<file path="src/rtl/syn_fifo_reader.sv">
// Read-side controller: drains a syn_fifo and presents its words as a valid/ready stream.
// Optional stall-cycle counter output enabled by defining SYN_FIFO_READER_STALL_CNT_EN.
module syn_fifo_reader #(
    parameter int unsigned DATA_WIDTH = 18,
    parameter int unsigned LEN_WIDTH  = 16,
    parameter int unsigned RD_LATENCY = 1
) (
    input  logic                  clk_i,
    input  logic                  rst_i,
    input  logic                  start_i,
    input  logic [LEN_WIDTH-1:0]  len_i,
    input  logic                  stop_i,
    output logic                  busy_o,
    output logic                  done_o,
    output logic [LEN_WIDTH-1:0]  xfer_cnt_o,
    input  logic                  fifo_empty_i,
    output logic                  fifo_rd_o,
    output logic                  fifo_oe_o,
    input  logic [DATA_WIDTH-1:0] fifo_data_i,
`ifdef SYN_FIFO_READER_STALL_CNT_EN
    output logic [15:0]           stall_cnt_o,
`endif
    output logic                  m_valid_o,
    input  logic                  m_ready_i,
    output logic [DATA_WIDTH-1:0] m_data_o
);

    typedef enum logic [1:0] {IDLE, RUN, DRAIN, DONE} state_t;

    state_t                state_q, state_d;
    logic [LEN_WIDTH-1:0]  len_q, issued_q, issued_nxt, xfer_q;
    logic [RD_LATENCY-1:0] tag_q;
    logic [DATA_WIDTH-1:0] buf0_q, buf1_q;
    logic [1:0]            occ_q;
    logic [2:0]            inflight;
    logic [2:0]            credit_used;
    logic                  push, pop, start_acc;

    assign push      = tag_q[RD_LATENCY-1];
    assign pop       = (occ_q != 2'd0) && m_ready_i;
    assign start_acc = (state_q == IDLE) && start_i;

    always_comb begin
        inflight = '0;
        for (int unsigned i = 0; i < RD_LATENCY; i++) begin
            inflight = inflight + 3'(tag_q[i]);
        end
    end

    // Credit is counted after this edge's pop, so a word leaving the buffer frees
    // a slot for a read in the same cycle and sustains one word per cycle.
    assign credit_used = inflight + {1'b0, occ_q} - {2'b00, pop};
    assign issued_nxt  = issued_q + LEN_WIDTH'(fifo_rd_o);

    always_comb begin
        state_d   = state_q;
        fifo_rd_o = 1'b0;
        fifo_oe_o = 1'b0;
        busy_o    = 1'b0;
        done_o    = 1'b0;
        case (state_q)
            IDLE: begin
                if (start_i) state_d = RUN;
            end
            RUN: begin
                fifo_oe_o = 1'b1;
                busy_o    = 1'b1;
                fifo_rd_o = !fifo_empty_i && !stop_i
                            && ((len_q == '0) || (issued_q < len_q))
                            && (credit_used < 3'd2);
                if (stop_i || ((len_q != '0) && (issued_nxt == len_q))) state_d = DRAIN;
            end
            DRAIN: begin
                fifo_oe_o = 1'b1;
                busy_o    = 1'b1;
                if ((inflight == '0) && (occ_q == 2'd0)) state_d = DONE;
            end
            DONE: begin
                done_o  = 1'b1;
                state_d = IDLE;
            end
            default: state_d = IDLE;
        endcase
    end

    always_ff @(posedge clk_i or posedge rst_i) begin
        if (rst_i) state_q <= IDLE;
        else       state_q <= state_d;
    end

    always_ff @(posedge clk_i or posedge rst_i) begin
        if (rst_i) begin
            len_q    <= '0;
            issued_q <= '0;
            xfer_q   <= '0;
        end else if (start_acc) begin
            len_q    <= len_i;
            issued_q <= '0;
            xfer_q   <= '0;
        end else begin
            issued_q <= issued_nxt;
            if (pop) xfer_q <= xfer_q + 1'b1;
        end
    end

    generate
        if (RD_LATENCY > 1) begin : g_tag_shift
            always_ff @(posedge clk_i or posedge rst_i) begin
                if (rst_i) tag_q <= '0;
                else       tag_q <= {tag_q[RD_LATENCY-2:0], fifo_rd_o};
            end
        end else begin : g_tag_single
            always_ff @(posedge clk_i or posedge rst_i) begin
                if (rst_i) tag_q <= '0;
                else       tag_q <= fifo_rd_o;
            end
        end
    endgenerate

    always_ff @(posedge clk_i or posedge rst_i) begin
        if (rst_i) begin
            occ_q  <= 2'd0;
            buf0_q <= '0;
            buf1_q <= '0;
        end else begin
            case ({push, pop})
                2'b10: begin
                    if (occ_q == 2'd0) buf0_q <= fifo_data_i;
                    else               buf1_q <= fifo_data_i;
                    occ_q <= occ_q + 2'd1;
                end
                2'b01: begin
                    buf0_q <= buf1_q;
                    occ_q  <= occ_q - 2'd1;
                end
                2'b11: begin
                    if (occ_q == 2'd1) begin
                        buf0_q <= fifo_data_i;
                    end else begin
                        buf0_q <= buf1_q;
                        buf1_q <= fifo_data_i;
                    end
                end
                default: ;
            endcase
        end
    end

`ifdef SYN_FIFO_READER_STALL_CNT_EN
    always_ff @(posedge clk_i or posedge rst_i) begin
        if (rst_i)                                                   stall_cnt_o <= '0;
        else if (start_acc)                                          stall_cnt_o <= '0;
        else if (m_valid_o && !m_ready_i && (stall_cnt_o != 16'hFFFF)) stall_cnt_o <= stall_cnt_o + 16'd1;
    end
`endif

    assign m_valid_o  = (occ_q != 2'd0);
    assign m_data_o   = buf0_q;
    assign xfer_cnt_o = xfer_q;

endmodule

</file>
<file path="config.mk">
export PLATFORM = sky130hd
export DESIGN_NAME = syn_fifo_reader
export DESIGN_NICKNAME = d
export VERILOG_FILES = /design/src/rtl/syn_fifo_reader.sv
export SDC_FILE = /design/constraint.sdc
export NUM_CORES = 1
export LEC_CHECK = 0
export BUFFER_PORTS_ARGS = -buffer_cell sky130_fd_sc_hd__buf_2
export CELL_PAD_IN_SITES_DETAIL_PLACEMENT = 0
export CELL_PAD_IN_SITES_GLOBAL_PLACEMENT = 1
export CORE_MARGIN = 2
export CORE_UTILIZATION = 40
export DETAILED_ROUTE_END_ITERATION = 8
export PLACE_DENSITY = 0.79
export SETUP_SLACK_MARGIN = 0.3
export SLEW_MARGIN = 40
export SYNTH_ARGS = -nofsm -noshare
export SYNTH_HDL_FRONTEND = slang
export SYNTH_SLANG_ARGS = --single-unit
</file>
<file path="constraint.sdc">
create_clock -name clk_i -period 5.1 [get_ports clk_i]
set_input_delay 0.51 -clock clk_i [delete_from_list [all_inputs] [get_ports clk_i]]
set_output_delay 0.51 -clock clk_i [all_outputs]
set_load 0.01 [all_outputs]
</file>
==> results of run 1 <==
[stage by stage]
step / utilization [%] / total power [mW] / instances / worst slack, ns
finish: 49.5 / 2.87 / 715 / 0.498
global route: 49.5 / 3.09 / 715 / 0.268
CTS: 48.5 / 2.85 / 709 / 0.337
detailed placement: 45.4 / 2.15 / 686 / 0.109
global placement: 45.3 / 2.11 / 686 / 0.302
floorplan: - / 1.82 / 471 / 0.362
[cell usage after synthesis (all sizes together), types with 2 or more instances]
library cell,number,area [um^2]
xor2,18,158
and3,5,31.3
o21ai,41,205
nand2,49,184
nand4,12,96.3
dfrtp,89,2230
a21oi,15,75.1
a21o,7,52.6
nor2b,4,25.0
nand2b,5,31.3
nor4b,2,17.5
a22oi,18,135
nor2,40,153
xnor2,21,184
and4,5,46.3
mux2,20,229
nor3,3,15.0
mux2i,3,30.0
ha,29,363
or3,4,25.0
clkbuf,13,48.8
o31ai,2,15.0
nand3,11,60.1
inv,27,101
nor4,6,67.6
buf,4,26.3
[logic make-up (layout without fill, tap and decap cells)]
group / after synthesis / in the layout
AO/OA/AOI/OAI: 96 / 96
XOR/XNOR: 40 / 40
adder cells (fa/ha/maj): 30 / 30
buffers and inverters: 44 / 141
flip-flops: 89 / 89
multiplexers: 23 / 23
AND/OR/NAND/NOR: 149 / 149
[timing repair]
action / 4_1_cts / 5_1_grt
setup buffers: 7 / 6
setup endpoints to repair: 2 / 2
gates resized for setup: 3 / 17
pin swaps: 3 / 11
[sequential cells by signal (all words and copies together), names as in the netlist]
register	cells
buf1_q	18
issued_q	16
len_q	16
m_data_o	18
occ_q	2
push	1
state_q	2
xfer_cnt_o	16
[worst reg2reg max path: cells and delay by family, from the launching register on]
| kind | cells | cell delay (ns) |
|---|---|---|
| multiplexers | 1 | 0.33 |
| XOR/XNOR | 2 | 0.33 |
| flip-flops | 1 | 0.37 |
| adder cells (fa/ha/maj) | 4 | 0.93 |
| AO/OA/AOI/OAI | 4 | 0.80 |
| buffers and inverters | 1 | 0.06 |
| AND/OR/NAND/NOR | 6 | 1.65 |
[layer usage]
layer | vias to the layer above | track usage (%) | share of wire (%) | routed length [um]
met3 | 12 | 4.04 | 4.0 | 444
met5 | - | 0 | 0 | 0
met2 | 79 | 29.2 | 47 | 5260
li1 | 1831 | - | - | -
met1 | 1848 | 24.4 | 47 | 5230
met4 | 0 | 7.24 | 1.7 | 192
[final timing paths]
kind | endpoint | slack (ns) | cells past startpoint
max | state_q[1]$_DFFE_PP0P_ | 0.50 | 18
min | m_data_o[10]$_DFFE_PP0P_ | 0.19 | 2
max reg2reg | state_q[1]$_DFFE_PP0P_ | 0.50 | 18
min reg2reg | m_data_o[7]$_DFFE_PP0P_ | 0.48 | 2
max in group asynchronous | issued_q[9]$_DFF_PP0_ | 4.04 | 3
min in group clk_i | len_q[6]$_DFFE_PP0P_ | 0.37 | 3
[layout make-up]
class / instances / area, um^2 / area share (%)
timing repair buffer: 98 / 541 / 9.21
multi-input combinational: 338 / 2510 / 42.8
tap: 147 / 184 / 3.13
clock inverter: 6 / 67.6 / 1.15
clock buffer: 10 / 229 / 3.90
sequential: 89 / 2230 / 37.9
inverter: 27 / 106 / 1.81
[power breakdown]
part           internal (mW)  switching [mW]
Sequential             0.928           0.175
Combinational          0.513           0.588
Clock                  0.381           0.283
Total                   1.82            1.04
==> flow_metrics.py, run 1 <==
metrics = {
    "worst_setup_path": {
        "cp_cell_sequence": "inv_2 > ha_4 > nor2b_4 > ha_4 > nand2b_4 > fa_2 > xor2_1 > nor4b_2 > o21ai_1 > a21oi_2 > ha_2 > nand4_1 > nor4_4 > xnor2_2 > a21oi_2 > or4b_4 > o41ai_4 > mux2_4",
        "critPathBufInv": 1,
        "critPathMaxFanout": 3,
        "required_ns": 5.33,
        "arrival_ns": 4.84,
        "reg2reg_from": "occ_q[0]$_DFFE_PP0N_",
        "crit_path_start_kind": "flip-flop",
        "cpLargestDelayFamily": "simple AND/OR/NAND/NOR gates",
        "critPathCaptureType": "flip-flop",
        "crit_type": "flip-flop to flip-flop",
        "cpMaxStageDelayCell": "or4b_4",
        "cpPeakStageDelay_ns": 0.53,
        "crit_start": "occ_q[0]$_DFFE_PP0N_",
    },
    "sta": {
        "tightest_slew_ns": 0.650,
        "slew_headroom_pct": 56.6,
        "finalClockSkew_ns": 0.00690,
        "fmax_mhz": 217,
        "fin_hold_ws_ns": 0.189,
        "setup_tns_ns": 0,
        "hold_viol_final": 0,
        "rsz0062_at_grt": "true",
        "post-route-min-period_ns": 4.60,
        "drv_slew": 0,
        "setup_viol": 0,
        "post-route-period-util_pct": 90.2,
    },
    "power": {
        "powerDensity_mw_per_mm2": 489,
        "p_leak_nw": 2.88,
        "vdd_ir_drop_max_mv": 0.185,
    },
    "logic_synthesis": {
        "muxShareOfSynthArea_pct": 5.38,
        "ys_ff_latch": 89,
        "synthFlopType": "dfrtp_1",
        "synthesis.nets": 541,
        "synth-simple-area-share_pct": 16.2,
        "yosys_warnings": 0,
        "async_reset_ff_share_pct": 100,
        "yosys.cell_types.count": 53,
        "synth_compound_area_share_pct": 12.9,
        "synth_xor_area_share_pct": 7.57,
        "ys_seq_area_share_pct": 46.3,
        "synth_enable_flop_cells": 0,
        "synth.cell_area_mm2": 0.00481,
        "synth_adder_area_share_pct": 7.96,
        "synth_cells": 471,
        "postSynthAreaPerCell_um2": 10.2,
        "synth_top_family_by_area": "simple AND/OR/NAND/NOR gates",
    },
    "layout": {
        "fin_nets": 633,
        "layout_commonest_cell": "dfrtp_1",
        "finalInstanceArea_mm2": 0.00587,
        "drive_above_1_share_pct": 29.2,
        "syn2layout_area_growth_pct": 22.0,
        "diodes": 0,
        "final_cell_mix": "dfrtp_1 (89), buf_2 (78), nand2_1 (49), o21ai_0 (40), nor2_1 (38)",
        "fill_cells": 1110,
    },
    "clock_network": {
        "clockRootBuffer": "clkbuf_16",
        "path_clk_slew_ns": 0.07,
        "postCtsHoldBufs": 0,
        "h-tree-depth": 3,
        "cts_tree": "yes",
        "cts_buffers": 9,
        "clock_latency_ns": 0.35,
        "clk_path_buf_depth": 2,
        "cts.sinks": 89,
    },
    "route": {
        "drc_errors": 0,
        "wl_per_cell_um": 15.6,
        "drt_wl_total_um": 11100,
        "avgViaCountPerCell": 5.27,
        "ant_nets": 0,
        "dr.pass1.iters": 4,
        "vias": 3770,
        "drtIter0Drc": 277,
    },
    "placed_design": {
        "port_buffers": 78,
        "dp_hpwl_um": 7730,
        "dpl_cell_area_mm2": 0.00539,
        "gp_congestion": 0.846,
    },
    "floorplanning": {
        "die_area_mm2": 0.0129,
        "std_cell_rows": 40,
        "die_y_um": 114,
        "core_mm2": 0.0119,
        "die_w_um": 114,
        "num_io_pins": 79,
        "floorplan.initialDensity_pct": 40.6,
    },
    "global_routing": {
        "grt.total_usage_pct": 18.3,
        "grt_pass1_vias": 3810,
        "grt_max_degree": 54,
        "antenna_found_initial": 0,
        "grt_pass1_wl_um": 18700,
        "grt_overflow": 0,
    },
    "outcome": {
        "status": "finished clean",
    },
    "run": {
        "max_cap_viol_count": 0,
    },
    "hold_path": {
        "hp-class": "primary input to async pin",
    },
}
(Power assumes the default switching activity.)
==> run 2: changes to the inputs <==
--- a/config.mk
+++ b/config.mk
@@ -5,13 +5,14 @@
 export SDC_FILE = /design/constraint.sdc
 export NUM_CORES = 1
 export LEC_CHECK = 0
+export ABC_AREA = 1
 export BUFFER_PORTS_ARGS = -buffer_cell sky130_fd_sc_hd__buf_2
 export CELL_PAD_IN_SITES_DETAIL_PLACEMENT = 0
 export CELL_PAD_IN_SITES_GLOBAL_PLACEMENT = 1
 export CORE_MARGIN = 2
-export CORE_UTILIZATION = 40
+export CORE_UTILIZATION = 38
 export DETAILED_ROUTE_END_ITERATION = 8
-export PLACE_DENSITY = 0.79
+export PLACE_DENSITY = 0.78
 export SETUP_SLACK_MARGIN = 0.3
 export SLEW_MARGIN = 40
 export SYNTH_ARGS = -nofsm -noshare
==> flow_metrics.py, run 2 <==
metrics = {
    "route": {
        "avgViaCountPerCell": 4.88,
        "drtIter0Drc": 177,
        "ant_nets": 0,
        "wl_per_cell_um": 13.5,
        "drt_wl_total_um": 11800,
        "drc_errors": 0,
        "dr.pass1.iters": 5,
        "vias": 4264,
    },
    "worst_setup_path": {
        "crit_top_cell": "nand2_1",
        "arrival_ns": 4.56,
        "crit_type": "flip-flop to flip-flop",
        "crit_start": "occ_q[1]$_DFFE_PP0N_",
        "reg2reg_from": "occ_q[1]$_DFFE_PP0N_",
        "critPathMaxFanout": 9,
        "crit_path_start_kind": "flip-flop",
        "required_ns": 5.34,
        "cpPeakStageDelay_ns": 0.42,
        "cpMaxStageDelayCell": "dfrtp_1",
        "critPathCaptureType": "flip-flop",
    },
    "logic_synthesis": {
        "async_reset_ff_share_pct": 100,
        "synthesis.nets": 686,
        "ys_ff_latch": 89,
        "yosys_warnings": 0,
        "postSynthAreaPerCell_um2": 8.13,
        "synthTopCellsByArea": "dfrtp_1 (44%), nand2_1 (9.7%), inv_1 (7.3%)",
        "yosysMostFrequentCell": "nand2_1",
        "synth_enable_flop_cells": 0,
        "synth_cells": 616,
        "synth_common_cells": "nand2_1 (129), inv_1 (97), dfrtp_1 (89), nor2_1 (49), o21ai_0 (49)",
        "synthFlopType": "dfrtp_1",
        "synth_top_area_share_pct": 44.5,
        "synth.cell_area_mm2": 0.00501,
        "ys_seq_area_share_pct": 44.5,
        "yosysTopAreaCell": "dfrtp_1",
        "yosys.cell_types.count": 36,
    },
    "layout": {
        "final_cell_mix": "nand2_1 (129), inv_1 (96), dfrtp_1 (89), buf_2 (78)",
        "syn2layout_area_growth_pct": 17.7,
        "diodes": 0,
        "layout_commonest_cell": "nand2_1",
        "drive_above_1_share_pct": 19.4,
        "fill_cells": 1329,
        "fin_nets": 767,
        "final_cell_count_no_fill": 874,
        "seqCellArea_mm2": 0.00223,
        "multi_input_area_mm2": 0.00237,
        "final_util_pct": 46.3,
    },
    "clock_network": {
        "path_clk_slew_ns": 0.07,
        "h-tree-depth": 3,
        "cts_buffers": 9,
        "clockRootBuffer": "clkbuf_16",
        "cts_tree": "yes",
        "cts.sinks": 89,
        "clock_latency_ns": 0.35,
        "post_cts_buffers": 0,
        "clk_path_buf_depth": 2,
    },
    "sta": {
        "finalClockSkew_ns": 0.00889,
        "hold_viol_final": 0,
        "slew_headroom_pct": 48.2,
        "tightest_slew_ns": 0.775,
        "fmax_mhz": 232,
        "rsz0062_at_grt": "false",
        "setup_tns_ns": 0,
        "post-route-min-period_ns": 4.32,
        "post-route-period-util_pct": 84.6,
        "drv_slew": 0,
        "setup_viol": 0,
    },
    "hold_path": {
        "hp-class": "primary input to async pin",
    },
    "floorplanning": {
        "die_w_um": 119,
        "num_io_pins": 79,
        "floorplan.initialDensity_pct": 39.4,
        "std_cell_rows": 41,
        "core_mm2": 0.0127,
        "die_area_mm2": 0.0141,
        "die_y_um": 119,
    },
    "power": {
        "p_switching_mw": 1.06,
        "pwr-share-comb_pct": 38.1,
        "seqPwrFrac_pct": 38.9,
        "internal_power_mw": 1.70,
        "clock_power_share_pct": 23.1,
        "p_leak_nw": 3.03,
        "vdd_ir_drop_max_mv": 0.201,
        "powerDensity_mw_per_mm2": 469,
        "swShare_pct": 38.4,
    },
    "placed_design": {
        "port_buffers": 78,
        "dp_hpwl_um": 8680,
        "gp_congestion": 0.827,
        "place_inst": 858,
    },
    "global_routing": {
        "grt_pass1_wl_um": 20200,
        "antenna_found_initial": 0,
        "grt.total_usage_pct": 17.8,
        "grt_overflow": 0,
        "grt_pass1_vias": 4252,
        "grt_max_degree": 54,
    },
    "run": {
        "max_cap_viol_count": 0,
    },
    "outcome": {
        "status": "finished clean",
    },
}
-- run 2: logic make-up (layout without fill, tap and decap cells) --
family	Yosys count	in the layout	share of synthesized area, %
simple gates	251	251	22.0
compound gates	107	107	11.5
flops	89	89	44.5
xor+xnor	9	9	1.85
buf+inv	112	198	8.49
fa+ha+maj	30	30	7.64
mux	18	18	4.05
-- run 2: worst max-delay path, delay by kind of cell, from the launching register on --
family / cells / cell delay (ns)
and+or+nand+nor: 16 / 1.67
DFF: 1 / 0.42
AOI/OAI and AO/OA: 2 / 0.38
adders and majority gates: 4 / 1.12
xor gates and xnor gates: 1 / 0.14
buffers and inverters: 4 / 0.47
-- run 2: power by group through the flow --
stage                     Sequential (mW)  Clock (mW)  Combinational [mW]
final                                1.08       0.639                1.05
after global placement               1.08           0                1.04
after detailed placement             1.09           0                1.07
after global routing                 1.10       0.683                1.21
after floorplan                      1.09           0               0.719
after CTS                            1.08       0.657                1.07
-- run 2: layout make-up --
| class | count | share of cell area (%) |
|---|---|---|
| well taps | 172 | 3.65 |
| inverters | 99 | 6.32 |
| multi-input cells | 415 | 40.2 |
| repair buffers | 83 | 7.26 |
| clock buffers | 11 | 4.12 |
| flip-flops and latches | 89 | 37.8 |
| clock inverters | 5 | 0.658 |
-- run 2: path summary, 6_finish.rpt --
path | to | slack [ns] | depth (start not counted)
max | state_q[0]$_DFFE_PP0P_ | 0.78 | 27
min | buf1_q[14]$_DFFE_PP0P_ | 0.21 | 2
max reg2reg | state_q[0]$_DFFE_PP0P_ | 0.78 | 27
min reg2reg | buf1_q[10]$_DFFE_PP0P_ | 0.49 | 2
max in group asynchronous | issued_q[1]$_DFF_PP0_ | 3.72 | 3
min in group clk_i | len_q[7]$_DFFE_PP0P_ | 0.36 | 3
-- run 2: layer usage --
layer,GRT usage [%],vias to the layer above,part of all wire (%)
li1,-,2160,-
met1,24.2,2012,49
met2,27.7,79,46
met3,3.28,13,3.6
met4,7.89,0,1.8
met5,0,-,0
-- run 2: timing repair --
item / in CTS / in global routing
endpoints found under the setup margin: 0 / 2
resized for setup: 0 / 1
hold buffers: 0 / 0
-- run 2: through the flow --
step	cell area, um^2	power (mW)	hold WS, ns	setup WS, ns
after global routing	5900	2.99	0.265	0.300
final	5900	2.77	0.214	0.783
after global placement	5600	2.12	0.467	0.828
after detailed placement	5610	2.16	0.475	0.678
after floorplan	5010	1.81	0.453	1.12
after CTS	5890	2.81	0.227	0.651
